$ cat config.mk
export PLATFORM = sky130hd
export DESIGN_NAME = perceptron_driver_flat
export DESIGN_NICKNAME = d
export VERILOG_FILES = /design/src/rtl/perceptron_driver_if.sv /design/src/rtl/perceptron_driver.sv /design/src/flat_wrapper.sv
export SDC_FILE = /design/constraint.sdc
export NUM_CORES = 1
export LEC_CHECK = 0
export CAP_MARGIN = 15
export CORE_MARGIN = 10
export CORE_UTILIZATION = 45
export DETAILED_ROUTE_END_ITERATION = 10
export PLACE_DENSITY = 0.81
export RECOVER_POWER = 50
export SLEW_MARGIN = 10
export SYNTH_ARGS = -nofsm -noshare
export SYNTH_HDL_FRONTEND = slang
export SYNTH_SLANG_ARGS = --single-unit
$ cat constraint.sdc
create_clock -name clk -period 2.57 [get_ports clk]
set_clock_uncertainty 0.1 [all_clocks]
set_input_delay 0.514 -clock clk [delete_from_list [all_inputs] [get_ports clk]]
set_output_delay 0.514 -clock clk [all_outputs]
set_load 0.01 [all_outputs]
$ cat src/rtl/perceptron_driver_if.sv
// Perceptron en/in/ready/out/acc link.
// master drives en/in_o; slave returns ready_i/out_i/acc_i.
interface perceptron_driver_if #(
  parameter int WIDTH = 25,
  parameter int ACC_W = $clog2(WIDTH)
);
  logic             en;
  logic [WIDTH-1:0] in_o;
  logic             ready_i;
  logic [1:0]       out_i;
  logic [ACC_W-1:0] acc_i;

  modport master (
    output en, in_o,
    input  ready_i, out_i, acc_i
  );

  modport slave (
    input  en, in_o,
    output ready_i, out_i, acc_i
  );
endinterface

$ cat src/rtl/perceptron_driver.sv
// Self-test initiator: plays a fixed pattern sequence into a perceptron.
// Ports: clk, rst_n, start, bus (master), busy, done, pass/fail counts,
//   timeout (sticky), last_out/last_acc (latest captured result).
module perceptron_driver #(
  parameter int               WIDTH     = 25,
  parameter int               ACC_W     = $clog2(WIDTH),
  parameter int               NUM_TESTS = 4,
  parameter logic [15:0]      SEQ       = 16'b0110,
  parameter logic [WIDTH-1:0] PAT0      = {1'b0, 24'h454544},
  parameter logic [WIDTH-1:0] PAT1      = {1'b1, 24'h151151},
  parameter logic [1:0]       EXP_OUT0  = 2'd2,
  parameter logic [ACC_W-1:0] EXP_ACC0  = 4,
  parameter logic [1:0]       EXP_OUT1  = 2'd3,
  parameter logic [ACC_W-1:0] EXP_ACC1  = 11,
  parameter int               MIN_HOLD  = 6,
  parameter int               GAP_CYC   = 2,
  parameter int               TIMEOUT   = 200
) (
  input  logic               clk,
  input  logic               rst_n,
  input  logic               start,
  perceptron_driver_if.master bus,
  output logic               busy,
  output logic               done,
  output logic [4:0]         pass_cnt,
  output logic [4:0]         fail_cnt,
  output logic               timeout,
  output logic [1:0]         last_out,
  output logic [ACC_W-1:0]   last_acc
);

  localparam logic [2:0] S_IDLE = 3'd0;
  localparam logic [2:0] S_LOAD = 3'd1;
  localparam logic [2:0] S_WAIT = 3'd2;
  localparam logic [2:0] S_CAP  = 3'd3;
  localparam logic [2:0] S_GAP  = 3'd4;
  localparam logic [2:0] S_DONE = 3'd5;

  localparam int HW = $clog2(MIN_HOLD + 1);
  localparam int WW = $clog2(TIMEOUT + 1);
  localparam int GW = $clog2(GAP_CYC + 1);

  logic [2:0]       r_state;
  logic             r_en;
  logic [WIDTH-1:0] r_in;
  logic             r_busy;
  logic             r_done;
  logic [4:0]       r_pass;
  logic [4:0]       r_fail;
  logic             r_tmo;
  logic [1:0]       r_last_out;
  logic [ACC_W-1:0] r_last_acc;
  logic [3:0]       r_slot;
  logic [HW-1:0]    r_hold;
  logic [WW-1:0]    r_wait;
  logic [GW-1:0]    r_gap;

  logic [3:0]       w_load_slot;
  logic [WIDTH-1:0] w_pat;
  logic [1:0]       w_exp_out;
  logic [ACC_W-1:0] w_exp_acc;
  logic             w_hold_ok;
  logic             w_last;
  logic             w_match;

  // Next pattern is chosen on the way into LOAD so en and in_o rise
  // together and en stays low for exactly GAP_CYC cycles.
  assign w_load_slot = (r_state == S_GAP) ? r_slot + 4'd1 : 4'd0;
  assign w_pat       = SEQ[w_load_slot] ? PAT1 : PAT0;
  assign w_exp_out   = SEQ[r_slot] ? EXP_OUT1 : EXP_OUT0;
  assign w_exp_acc   = SEQ[r_slot] ? EXP_ACC1 : EXP_ACC0;
  // hold_cnt is 0 in the first WAIT cycle; this cycle counts as held.
  assign w_hold_ok   = r_hold >= HW'(MIN_HOLD - 1);
  assign w_last      = r_slot == 4'(NUM_TESTS - 1);
  assign w_match     = (bus.out_i == w_exp_out) &&
                       (bus.acc_i == w_exp_acc);

  always_ff @(posedge clk or negedge rst_n) begin
    if (!rst_n) begin
      r_state    <= S_IDLE;
      r_en       <= 1'b0;
      r_in       <= '0;
      r_busy     <= 1'b0;
      r_done     <= 1'b0;
      r_pass     <= '0;
      r_fail     <= '0;
      r_tmo      <= 1'b0;
      r_last_out <= '0;
      r_last_acc <= '0;
      r_slot     <= '0;
      r_hold     <= '0;
      r_wait     <= '0;
      r_gap      <= '0;
    end else begin
      unique case (r_state)
        S_IDLE, S_DONE: begin
          if (start) begin
            r_state <= S_LOAD;
            r_busy  <= 1'b1;
            r_done  <= 1'b0;
            r_pass  <= '0;
            r_fail  <= '0;
            r_tmo   <= 1'b0;
            r_slot  <= '0;
            r_en    <= 1'b1;
            r_in    <= w_pat;
          end
        end
        S_LOAD: begin
          r_hold  <= '0;
          r_wait  <= '0;
          r_state <= S_WAIT;
        end
        S_WAIT: begin
          if (bus.ready_i && w_hold_ok) begin
            r_state <= S_CAP;
          end else if (r_wait == WW'(TIMEOUT - 1)) begin
            r_fail  <= r_fail + 5'd1;
            r_tmo   <= 1'b1;
            r_en    <= 1'b0;
            r_gap   <= '0;
            r_state <= S_GAP;
          end else begin
            r_wait <= r_wait + 1'b1;
            if (r_hold < HW'(MIN_HOLD))
              r_hold <= r_hold + 1'b1;
          end
        end
        S_CAP: begin
          r_last_out <= bus.out_i;
          r_last_acc <= bus.acc_i;
          if (w_match)
            r_pass <= r_pass + 5'd1;
          else
            r_fail <= r_fail + 5'd1;
          r_en    <= 1'b0;
          r_gap   <= '0;
          r_state <= S_GAP;
        end
        S_GAP: begin
          if (r_gap == GW'(GAP_CYC - 1)) begin
            if (w_last) begin
              r_state <= S_DONE;
              r_done  <= 1'b1;
              r_busy  <= 1'b0;
            end else begin
              r_slot  <= w_load_slot;
              r_en    <= 1'b1;
              r_in    <= w_pat;
              r_state <= S_LOAD;
            end
          end else begin
            r_gap <= r_gap + 1'b1;
          end
        end
        default: r_state <= S_IDLE;
      endcase
    end
  end

  assign bus.en   = r_en;
  assign bus.in_o = r_in;
  assign busy     = r_busy;
  assign done     = r_done;
  assign pass_cnt = r_pass;
  assign fail_cnt = r_fail;
  assign timeout  = r_tmo;
  assign last_out = r_last_out;
  assign last_acc = r_last_acc;

endmodule

$ cat src/flat_wrapper.sv
// flat-port wrapper written by rule: the top's interface ports become plain ports
module perceptron_driver_flat 
#(
  parameter int               WIDTH     = 25,
  parameter int               ACC_W     = $clog2(WIDTH),
  parameter int               NUM_TESTS = 4,
  parameter logic [15:0]      SEQ       = 16'b0110,
  parameter logic [WIDTH-1:0] PAT0      = {1'b0, 24'h454544},
  parameter logic [WIDTH-1:0] PAT1      = {1'b1, 24'h151151},
  parameter logic [1:0]       EXP_OUT0  = 2'd2,
  parameter logic [ACC_W-1:0] EXP_ACC0  = 4,
  parameter logic [1:0]       EXP_OUT1  = 2'd3,
  parameter logic [ACC_W-1:0] EXP_ACC1  = 11,
  parameter int               MIN_HOLD  = 6,
  parameter int               GAP_CYC   = 2,
  parameter int               TIMEOUT   = 200
)
  (clk, rst_n, start, busy, done, pass_cnt, fail_cnt, timeout, last_out, last_acc, bus_en, bus_in_o, bus_ready_i, bus_out_i, bus_acc_i);
  perceptron_driver_if #(.WIDTH(WIDTH), .ACC_W(ACC_W)) bus_i ();
  input  logic clk;
  input  logic rst_n;
  input  logic start;
  output logic busy;
  output logic done;
  output logic [4:0] pass_cnt;
  output logic [4:0] fail_cnt;
  output logic timeout;
  output logic [1:0] last_out;
  output logic [ACC_W-1:0] last_acc;
  output wire logic [$bits(bus_i.en)-1:0] bus_en;
  output wire logic [$bits(bus_i.in_o)-1:0] bus_in_o;
  input wire logic [$bits(bus_i.ready_i)-1:0] bus_ready_i;
  input wire logic [$bits(bus_i.out_i)-1:0] bus_out_i;
  input wire logic [$bits(bus_i.acc_i)-1:0] bus_acc_i;
  assign bus_en = bus_i.en;
  assign bus_in_o = bus_i.in_o;
  assign bus_i.ready_i = bus_ready_i;
  assign bus_i.out_i = bus_out_i;
  assign bus_i.acc_i = bus_acc_i;
  perceptron_driver #(.WIDTH(WIDTH), .ACC_W(ACC_W), .NUM_TESTS(NUM_TESTS), .SEQ(SEQ), .PAT0(PAT0), .PAT1(PAT1), .EXP_OUT0(EXP_OUT0), .EXP_ACC0(EXP_ACC0), .EXP_OUT1(EXP_OUT1), .EXP_ACC1(EXP_ACC1), .MIN_HOLD(MIN_HOLD), .GAP_CYC(GAP_CYC), .TIMEOUT(TIMEOUT)) u_core (.clk(clk), .rst_n(rst_n), .start(start), .bus(bus_i), .busy(busy), .done(done), .pass_cnt(pass_cnt), .fail_cnt(fail_cnt), .timeout(timeout), .last_out(last_out), .last_acc(last_acc));
endmodule
==> results.py, run 1 <==
metrics = {
    "cts": {
        "clock-sinks": 44,
        "clk_latency_ps": 300,
        "cts_setup_buffers": 0,
        "cts-root-buf": "sky130_fd_sc_hd__clkbuf_8",
        "clock_tree.buffer_depth": 2,
        "clock_tree.htree_level_count": 2,
        "cts_made_buffers": 5,
        "cts_tree": "built",
        "clkTransAtPathRegs_ps": 90,
    },
    "synth": {
        "yosysWarningCount": 0,
        "unique_cell_type_count_in_the_yosys_netlist": 54,
        "async_reset_ff_frac": 1.00,
        "mappedNetlistArea_sq_um": 2550,
        "syn_inst": 260,
        "synth_edf_count": 0,
        "syn_avg_cell_area_sq_um": 9.81,
        "synth_seq_area_share": 0.432,
        "yosys_register_bits": 44,
        "synth_top_flop_cell": "sky130_fd_sc_hd__dfrtp_1",
    },
    "run": {
        "timing.max_cap.violations": 0,
    },
    "detailed_routing": {
        "detailedRoute.firstIterationViolations": 99,
        "final_wl_mm": 5.40,
        "vias": 2010,
        "drt.antenna.violating_nets": 0,
        "drtPass1Iterations": 4,
        "route.detailed.wl_per_inst_microns": 14.2,
        "drc": 0,
        "drt-vias-per-instance": 5.29,
    },
    "global_routing": {
        "gr-usage-all-layers": 0.125,
        "first_global_vias": 1969,
        "grt_pass1_wl_mm": 9.15,
        "grt_overflow": 0,
        "maximum_number_of_pins_on_one_net_before_global_route_repair": 18,
        "number_of_antenna_violations_at_the_first_check_in_global_routing": 0,
    },
    "layout": {
        "mostFrequentLayoutCells": "sky130_fd_sc_hd__dfrtp_1 (44), sky130_fd_sc_hd__clkdlybuf4s50_1 (38), sky130_fd_sc_hd__nand2_1 (21), sky130_fd_sc_hd__nor2_1 (17)",
        "antenna_cells": 0,
        "nets": 325,
        "mostFrequentLayoutCell": "sky130_fd_sc_hd__dfrtp_1",
        "num-fill-cells": 479,
        "layout-area-overhead-vs-synth_pct": 22.3,
        "layout.cell_area.non_filler_sq_um": 3120,
        "area_used_by_sequential_logic_in_the_layout_sq_um": 1100,
        "multi_input_area_sq_um": 1260,
        "layout_cells_sized_above_1": 0.133,
    },
    "critical_path": {
        "crit_fanout": 6,
        "crit_path_top_delay_cell": "sky130_fd_sc_hd__or4_1",
        "cp-start-kind": "flop",
        "worst-endpoint-arrival_ps": 2520,
        "worstSetupPathType": "reg -> reg",
        "cp_cell_sequence": "ha_1, or3b_4, nor4_4, o21bai_2, or4_1, a21oi_1",
        "cp_data_required_time_ps": 2700,
        "worstSetupEndpointType": "flop",
        "critPathMaxStageDelay_ps": 480,
    },
    "status": {
        "outcome": "complete, no violations",
    },
    "floorplan": {
        "design.portCount": 57,
        "die_y_microns": 95.3,
        "floorplan.initialDensity": 0.463,
        "floorplan.die_area_sq_um": 9080,
        "rows": 27,
        "coreArea_sq_um": 5510,
        "width_of_the_die_microns": 95.3,
    },
    "placed_design": {
        "gpl.final_weighted_congestion": 0.801,
        "numPortBuffers": 44,
        "dpl_hpwl_mm": 4.20,
        "placedInstanceArea_sq_um": 3000,
    },
    "power": {
        "vdd_drop_max_v": 0.000517,
        "power.combinational.fraction": 0.478,
        "switching_share": 0.372,
        "power_density_nw_per_um2": 998,
        "p_sw_uw": 1160,
        "pwr-share-clk": 0.171,
        "power.static_leakage_uw": 0.00134,
        "pwr-share-seq": 0.350,
        "internal_power_uw": 1960,
    },
    "timing": {
        "hold_viol": 0,
        "timing_max_transition_violations_final": 0,
        "fin_tns_setup_ps": 0,
        "final.min_clock_period_ps": 2390,
        "post-route-period-util": 0.930,
        "report.final.setup_viol": 0,
        "slew_headroom": 0.393,
        "maxClockFrequency_mhz": 418,
        "grt_setup_unrepaired": "no",
        "worst-slew-pin-transition_ps": 911,
    },
    "hold_path": {
        "min_path_type": "reg -> reg",
    },
}
## worst max-delay path: cells and delay by family (launching register included)
kind / cells / cell delay [ps]
AND/OR/NAND/NOR: 3 / 1160
flip-flops: 1 / 440
adder cells (fa/ha/maj): 1 / 320
AO/OA/AOI/OAI: 2 / 300
## through the flow
stage | worst slack (ps) | hold slack (ps) | utilization | instances | power [uW]
3_5_place_dp | 71.6 | 322 | 0.546 | 371 | 2630
5_1_grt | 59.7 | 412 | 0.566 | 380 | 3370
4_1_cts | 124 | 404 | 0.568 | 380 | 3180
6_report | 180 | 399 | 0.566 | 380 | 3110
3_3_place_gp | 139 | 321 | 0.546 | 371 | 2580
2_1_floorplan | 210 | 118 | - | 271 | 2080
## Yosys cell counts, types with 4 or more instances
master,n,area share
sky130_fd_sc_hd__nand3_1,11,0.022
sky130_fd_sc_hd__ha_1,7,0.034
sky130_fd_sc_hd__nand2b_1,7,0.017
sky130_fd_sc_hd__mux2i_1,5,0.020
sky130_fd_sc_hd__dfrtp_1,44,0.43
sky130_fd_sc_hd__inv_1,7,0.010
sky130_fd_sc_hd__nor3_1,9,0.018
sky130_fd_sc_hd__mux2_2,9,0.040
sky130_fd_sc_hd__buf_4,22,0.065
sky130_fd_sc_hd__a22o_1,5,0.017
sky130_fd_sc_hd__o22ai_1,4,0.0098
sky130_fd_sc_hd__nand2_1,20,0.029
sky130_fd_sc_hd__o21ai_0,13,0.026
sky130_fd_sc_hd__xnor2_1,6,0.021
sky130_fd_sc_hd__nor2_1,17,0.025
sky130_fd_sc_hd__o31ai_1,4,0.012
sky130_fd_sc_hd__a21oi_1,13,0.026
## timing repair
action | CTS | global route
hold buffers | 1 | 0
gates resized for setup | 0 | 1
hold endpoints to repair | 12 | 0
endpoints found under the setup margin | 0 | 4
## state kept, by name (all words and copies together) (netlist names)
register,cells
u_core.fail_cnt,5
u_core.r_state,3
u_core.busy,1
u_core.r_slot,4
u_core.bus.in_o,3
u_core.r_hold,3
u_core.bus.en,1
u_core.done,1
u_core.r_wait,8
u_core.r_gap,2
u_core.last_out,2
u_core.last_acc,5
u_core.pass_cnt,5
u_core.timeout,1
## power by group through the flow
stage / clock, uW / sequential, uW / combinational, uW
2_1_floorplan: 0 / 1120 / 959
3_3_place_gp: 0 / 1100 / 1480
3_5_place_dp: 0 / 1110 / 1520
4_1_cts: 553 / 1100 / 1530
5_1_grt: 591 / 1130 / 1640
6_report: 534 / 1090 / 1490
## logic make-up after synthesis
logic type / Yosys count / synth area share
muxes: 14 / 0.0593
AOI/OAI and AO/OA: 51 / 0.130
adders and majority gates: 7 / 0.0343
buffers and inverters: 35 / 0.0902
other: 1 / 0.00147
xor gates and xnor gates: 7 / 0.0240
and+or+nand+nor: 101 / 0.229
DFF: 44 / 0.432
## per-layer routing
layer	part of all wire	vias up	GRT usage
met2	0.51	42	0.214
met3	0.068	7	0.0338
met1	0.41	959	0.147
met5	0	-	0
li1	-	1002	-
met4	0.016	0	0.0424
## worst paths after layout
check / from / to / slack [ps] / depth (start not counted)
worst max-delay path: u_core.r_slot[0] / u_core.pass_cnt[4] / 180 / 6
worst min-delay path: u_core.done / u_core.done / 400 / 1
worst max register to register: u_core.r_slot[0] / u_core.pass_cnt[4] / 180 / 6
worst min register to register: u_core.done / u_core.done / 400 / 1
max in group asynchronous: rst_n / u_core.fail_cnt[3] / 430 / 3
min in group asynchronous: rst_n / u_core.fail_cnt[2] / 670 / 2
## layout make-up
class	count	area share
Clock buffer	5	0.0221
Clock inverter	3	0.0136
Inverter	7	0.00842
Multi-Input combinational cell	192	0.405
Sequential cell	44	0.353
Tap cell	72	0.0289
Timing Repair Buffer	57	0.169
Note: power is estimated with default switching activity, not from simulation.
==> run 2: changes to the inputs <==
- CORE_UTILIZATION: 45 -> 51
- PLACE_DENSITY: 0.81 -> 0.89
==> run 2 against run 1 <==
Routed wire length increased by 2.5%. Flip-flop and latch count unchanged. Worst setup slack got worse by 82 ps. First-iteration DRC count decreased by 16%. Sequential share of layout area increased by 0.18 points. Critical endpoint is now u_core.pass_cnt[3].
==> results.py, run 2 (synthesized netlist as in run 1, its figures left out) <==
metrics = {
    "status": {
        "outcome": "complete, no violations",
    },
    "global_routing": {
        "gr-usage-all-layers": 0.134,
        "grt_pass1_wl_mm": 9.40,
        "number_of_antenna_violations_at_the_first_check_in_global_routing": 0,
        "first_global_vias": 1996,
        "grt_overflow": 0,
        "maximum_number_of_pins_on_one_net_before_global_route_repair": 20,
    },
    "detailed_routing": {
        "detailedRoute.firstIterationViolations": 83,
        "drt-vias-per-instance": 5.48,
        "route.detailed.wl_per_inst_microns": 14.8,
        "vias": 2050,
        "drtPass1Iterations": 4,
        "final_wl_mm": 5.54,
        "drt.antenna.violating_nets": 0,
        "drc": 0,
    },
    "critical_path": {
        "worstSetupPathType": "reg -> reg",
        "cp-start-kind": "flop",
        "crit_fanout": 10,
        "worstSetupPathDepth": 6,
        "worstSetupEndpointType": "flop",
        "worst-endpoint-arrival_ps": 2600,
        "cp_cell_sequence": "ha_1, or3b_4, nor4_4, o21bai_2, or4_1, a21oi_1",
        "cp_data_required_time_ps": 2690,
        "crit_path_top_delay_cell": "sky130_fd_sc_hd__or4_1",
        "buffers_and_inverters_on_the_worst_path": 0,
        "critPathMaxStageDelay_ps": 500,
        "critPathTopFamily": "simple AND/OR/NAND/NOR gates",
        "timing.reg2reg.worst_path_depth": 6,
    },
    "floorplan": {
        "die_y_microns": 90.7,
        "floorplan.die_area_sq_um": 8230,
        "coreArea_sq_um": 4790,
        "width_of_the_die_microns": 90.7,
        "floorplan.initialDensity": 0.533,
        "design.portCount": 57,
        "rows": 25,
    },
    "power": {
        "power_density_nw_per_um2": 1010,
        "power.static_leakage_uw": 0.00133,
        "vdd_drop_max_v": 0.000540,
        "report.power.total_uw": 3120,
    },
    "timing": {
        "timing_max_transition_violations_final": 0,
        "maxClockFrequency_mhz": 405,
        "grt_setup_unrepaired": "yes",
        "hold_ws_ps": 398,
        "post-route-period-util": 0.962,
        "report.final.setup_viol": 0,
        "hold_viol": 0,
        "slew_headroom": 0.309,
        "worst-slew-pin-transition_ps": 1040,
        "final.min_clock_period_ps": 2470,
        "postLayoutSetupSlackWorst_ps": 98.7,
    },
    "cts": {
        "cts_tree": "built",
        "cts-root-buf": "sky130_fd_sc_hd__clkbuf_8",
        "clkTransAtPathRegs_ps": 90,
        "clock_tree.htree_level_count": 2,
        "clock-sinks": 44,
        "clock_tree.buffer_depth": 2,
        "cts_setup_buffers": 0,
        "cts_made_buffers": 5,
        "clk_latency_ps": 300,
    },
    "layout": {
        "registers.top_by_ff_count": "u_core.r_wait",
        "mostFrequentLayoutCells": "sky130_fd_sc_hd__dfrtp_1 (44), sky130_fd_sc_hd__clkdlybuf4s50_1 (39), sky130_fd_sc_hd__nand2_1 (20), sky130_fd_sc_hd__nor2_1 (17)",
        "finish.utilization": 0.648,
        "layout.cell_area.non_filler_sq_um": 3100,
        "nets": 324,
        "num-fill-cells": 388,
        "layout_cells_sized_above_1": 0.134,
        "antenna_cells": 0,
        "largest_reg_flops": 8,
        "layout-area-overhead-vs-synth_pct": 21.6,
        "mostFrequentLayoutCell": "sky130_fd_sc_hd__dfrtp_1",
    },
    "placed_design": {
        "dpl_hpwl_mm": 4.30,
        "placement.setup.worst_slack_ps": 3.25,
        "numPortBuffers": 44,
        "placedInstanceArea_sq_um": 2990,
        "gpl.final_weighted_congestion": 0.829,
    },
    "run": {
        "timing.max_cap.violations": 0,
    },
    "hold_path": {
        "hold_path_cells": 1,
        "min_path_type": "reg -> reg",
    },
}
## run 2: report_power, final
group | switching, uW | total (uW) | leakage, uW | internal, uW
clock network | 235 | 523 | 0.0000541 | 287
logic | 725 | 1500 | 0.000710 | 774
registers | 199 | 1100 | 0.000567 | 900
## run 2: layout make-up
class	count	area, sq um	area share
flip-flops and latches	44	1100	0.355
clock inverters	3	42.5	0.0137
multi-input cells	192	1260	0.406
well taps	67	83.8	0.0270
clock buffers	5	68.8	0.0222
inverters	7	26.3	0.00847
repair buffers	56	519	0.167
## run 2: stage by stage
stage,cells,setup TNS (ps)
detailed placement,365,0
finish,374,0
floorplan,271,0
global route,374,-32.3
global placement,365,0
CTS,374,0
## run 2: repair_timing
item,in CTS,in global routing
hold buffers,1,0
endpoints found under the hold margin,10,0
gates resized for setup,0,0
endpoints found under the setup margin,0,3
## run 2: layer usage
layer,vias up,global-route usage,share of wire
li1,993,-,-
met1,985,0.151,0.41
met2,70,0.234,0.51
met3,2,0.0441,0.075
met4,0,0.0371,0.0042
met5,-,0,0
## run 2: worst reg2reg max path, delay by kind of cell (launching register included)
kind	cells	cell delay, ps
and+or+nand+nor	3	1180
DFF	1	450
AOI/OAI and AO/OA	2	340
adders and majority gates	1	330
## run 2: final timing paths
check                      slack, ps              from                 end
setup / recovery                 100  u_core.r_slot[0]  u_core.pass_cnt[3]
hold / removal                   400   u_core.r_gap[0]     u_core.r_gap[0]
setup reg to reg                 100  u_core.r_slot[0]  u_core.pass_cnt[3]
hold reg to reg                  400   u_core.r_gap[0]     u_core.r_gap[0]
max in group asynchronous        360             rst_n   u_core.r_state[1]
min in group asynchronous        640             rst_n    u_core.r_slot[3]
==> run 3: changes to the inputs <==
- CORE_UTILIZATION: 51 -> 30
- PLACE_DENSITY: 0.89 -> 0.6
- SKIP_LAST_GASP: default -> 1
==> run 3 against run 2 <==
Combinational power is essentially flat. Global-route usage fell by 4.4 points. Die area up 53%. Worst setup slack better by 80 ps. Critical path depth unchanged. Clock-buffer cell count did not move. Clock power is 4.2% higher. Critical path type unchanged. Critical endpoint is now u_core.fail_cnt[4].
==> results.py, run 3 (synthesized netlist as in run 1, its figures left out) <==
metrics = {
    "detailed_routing": {
        "drt-vias-per-instance": 4.85,
        "route.detailed.wl_per_inst_microns": 13.7,
        "final_wl_mm": 5.62,
        "route.top_layer_used": "met4",
        "drc": 0,
        "wl_met2_mm": 2.74,
        "met3_wire_length_microns": 344,
        "drt.antenna.violating_nets": 0,
        "drtPass1Iterations": 4,
        "detailedRoute.firstIterationViolations": 110,
        "m1WireLength_mm": 2.48,
        "vias": 1995,
    },
    "power": {
        "vdd_drop_max_v": 0.000316,
        "power_density_nw_per_um2": 989,
        "power.static_leakage_uw": 0.00133,
    },
    "cts": {
        "clock-sinks": 44,
        "cts_tree": "built",
        "clk_latency_ps": 300,
        "clkTransAtPathRegs_ps": 90,
        "cts_made_buffers": 5,
        "clock_tree.buffer_depth": 2,
        "cts-hold-fix-buffers": 0,
        "clock_tree.htree_level_count": 2,
        "cts_setup_buffers": 0,
        "post_cts_resize_count": 0,
        "cts-root-buf": "sky130_fd_sc_hd__clkbuf_8",
    },
    "critical_path": {
        "worstSetupPathType": "reg -> reg",
        "cp-start-kind": "flop",
        "cp_data_required_time_ps": 2670,
        "worstSetupEndpointType": "flop",
        "worst-endpoint-arrival_ps": 2490,
        "crit_fanout": 6,
    },
    "timing": {
        "worst-slew-pin-transition_ps": 1090,
        "grt_setup_unrepaired": "no",
        "hold_viol": 0,
        "maxClockFrequency_mhz": 418,
        "final.min_clock_period_ps": 2390,
        "timing_max_transition_violations_final": 0,
        "fin_tns_setup_ps": 0,
        "postLayoutSetupSlackWorst_ps": 178,
        "slew_headroom": 0.273,
        "post-route-period-util": 0.931,
        "report.final.setup_viol": 0,
    },
    "floorplan": {
        "rows": 33,
        "coreArea_sq_um": 8260,
        "design.portCount": 57,
        "floorplan.initialDensity": 0.309,
        "floorplan.die_area_sq_um": 12600,
        "die_y_microns": 112,
        "width_of_the_die_microns": 112,
    },
    "run": {
        "timing.max_cap.violations": 0,
    },
    "global_routing": {
        "grt_pass1_wl_mm": 9.78,
        "number_of_antenna_violations_at_the_first_check_in_global_routing": 0,
        "first_global_vias": 2072,
        "gr-usage-all-layers": 0.0902,
        "maximum_number_of_pins_on_one_net_before_global_route_repair": 45,
        "grt_overflow": 0,
    },
    "layout": {
        "registers.top_by_ff_count": "u_core.r_wait",
        "nets": 323,
        "num-fill-cells": 873,
        "layout-area-overhead-vs-synth_pct": 23.1,
        "mostFrequentLayoutCell": "sky130_fd_sc_hd__dfrtp_1",
        "finish.utilization": 0.380,
        "antenna_cells": 0,
        "largest_reg_flops": 8,
        "layout_cells_sized_above_1": 0.134,
        "mostFrequentLayoutCells": "sky130_fd_sc_hd__dfrtp_1 (44), sky130_fd_sc_hd__clkdlybuf4s50_1 (38), sky130_fd_sc_hd__nand2_1 (21), sky130_fd_sc_hd__nor2_1 (17)",
    },
    "placed_design": {
        "dpl_hpwl_mm": 4.31,
        "numPortBuffers": 44,
        "gpl.final_weighted_congestion": 0.791,
        "placement.setup.worst_slack_ps": 101,
    },
    "hold_path": {
        "min_path_type": "in -> async",
    },
    "status": {
        "outcome": "complete, no violations",
    },
}
-- run 3: cell count changes in the layout (fill, tap and decap cells not counted) --
cell                              before  now
sky130_fd_sc_hd__clkbuf_2              0    1
sky130_fd_sc_hd__clkdlybuf4s50_1      39   38
sky130_fd_sc_hd__nand2_2               1    0
sky130_fd_sc_hd__clkinv_4              0    2
sky130_fd_sc_hd__buf_4                 9    8
sky130_fd_sc_hd__clkinv_2              1    0
sky130_fd_sc_hd__clkinvlp_4            1    0
sky130_fd_sc_hd__buf_2                 0    1
sky130_fd_sc_hd__clkbuf_1              3    2
sky130_fd_sc_hd__nand2_1              20   21
-- run 3: area by class of cell --
| cell class | instances | area (sq um) | share of cell area |
|---|---|---|---|
| clock buffers | 5 | 68.8 | 0.0219 |
| flip-flops and latches | 44 | 1100 | 0.350 |
| repair buffers | 55 | 508 | 0.162 |
| well taps | 105 | 131 | 0.0418 |
| clock inverters | 3 | 47.5 | 0.0151 |
| multi-input cells | 192 | 1260 | 0.401 |
| inverters | 7 | 26.3 | 0.00836 |
-- run 3: critical path, cell delays in order, from the launching register on --
cell,delay (ps)
sky130_fd_sc_hd__dfrtp_1,450
sky130_fd_sc_hd__ha_1,320
sky130_fd_sc_hd__or3b_4,400
sky130_fd_sc_hd__and4_2,230
sky130_fd_sc_hd__nor3_1,370
sky130_fd_sc_hd__o21ai_0,160
sky130_fd_sc_hd__a22o_1,250
-- run 3: path summary, 6_finish.rpt --
| kind | cells after the start | slack (ps) | startpoint | endpoint |
|---|---|---|---|---|
| worst max-delay path | 6 | 180 | u_core.r_slot[0] | u_core.fail_cnt[4] |
| worst min-delay path | 2 | 390 | rst_n | u_core.last_acc[0] |
| worst max register to register | 6 | 180 | u_core.r_slot[0] | u_core.fail_cnt[4] |
| worst min register to register | 1 | 390 | u_core.r_gap[0] | u_core.r_gap[0] |
| max in group asynchronous | 2 | 1310 | rst_n | u_core.r_state[2] |
| min in group clk | 1 | 390 | u_core.r_gap[0] | u_core.r_gap[0] |
-- run 3: through the flow --
stage	std cells	hold slack, ps	area [sq um]	power, uW
after global placement	403	366	3050	2610
after global routing	411	431	3140	3380
after detailed placement	403	386	3050	2640
after CTS	411	80.5	3170	3190
after floorplan	271	118	2590	2080
final	411	387	3140	3110
-- run 3: routing by layer --
metal	GRT usage	up-vias
li1	-	991
met1	0.105	954
met2	0.154	43
met3	0.0309	7
met4	0.0254	0
met5	0	-
-- run 3: where the power goes --
group	leakage [uW]	internal (uW)	switching [uW]
Combinational	0.000706	752	715
Sequential	0.000567	900	195
Clock	0.0000583	293	253
Total	0.00133	1950	1160
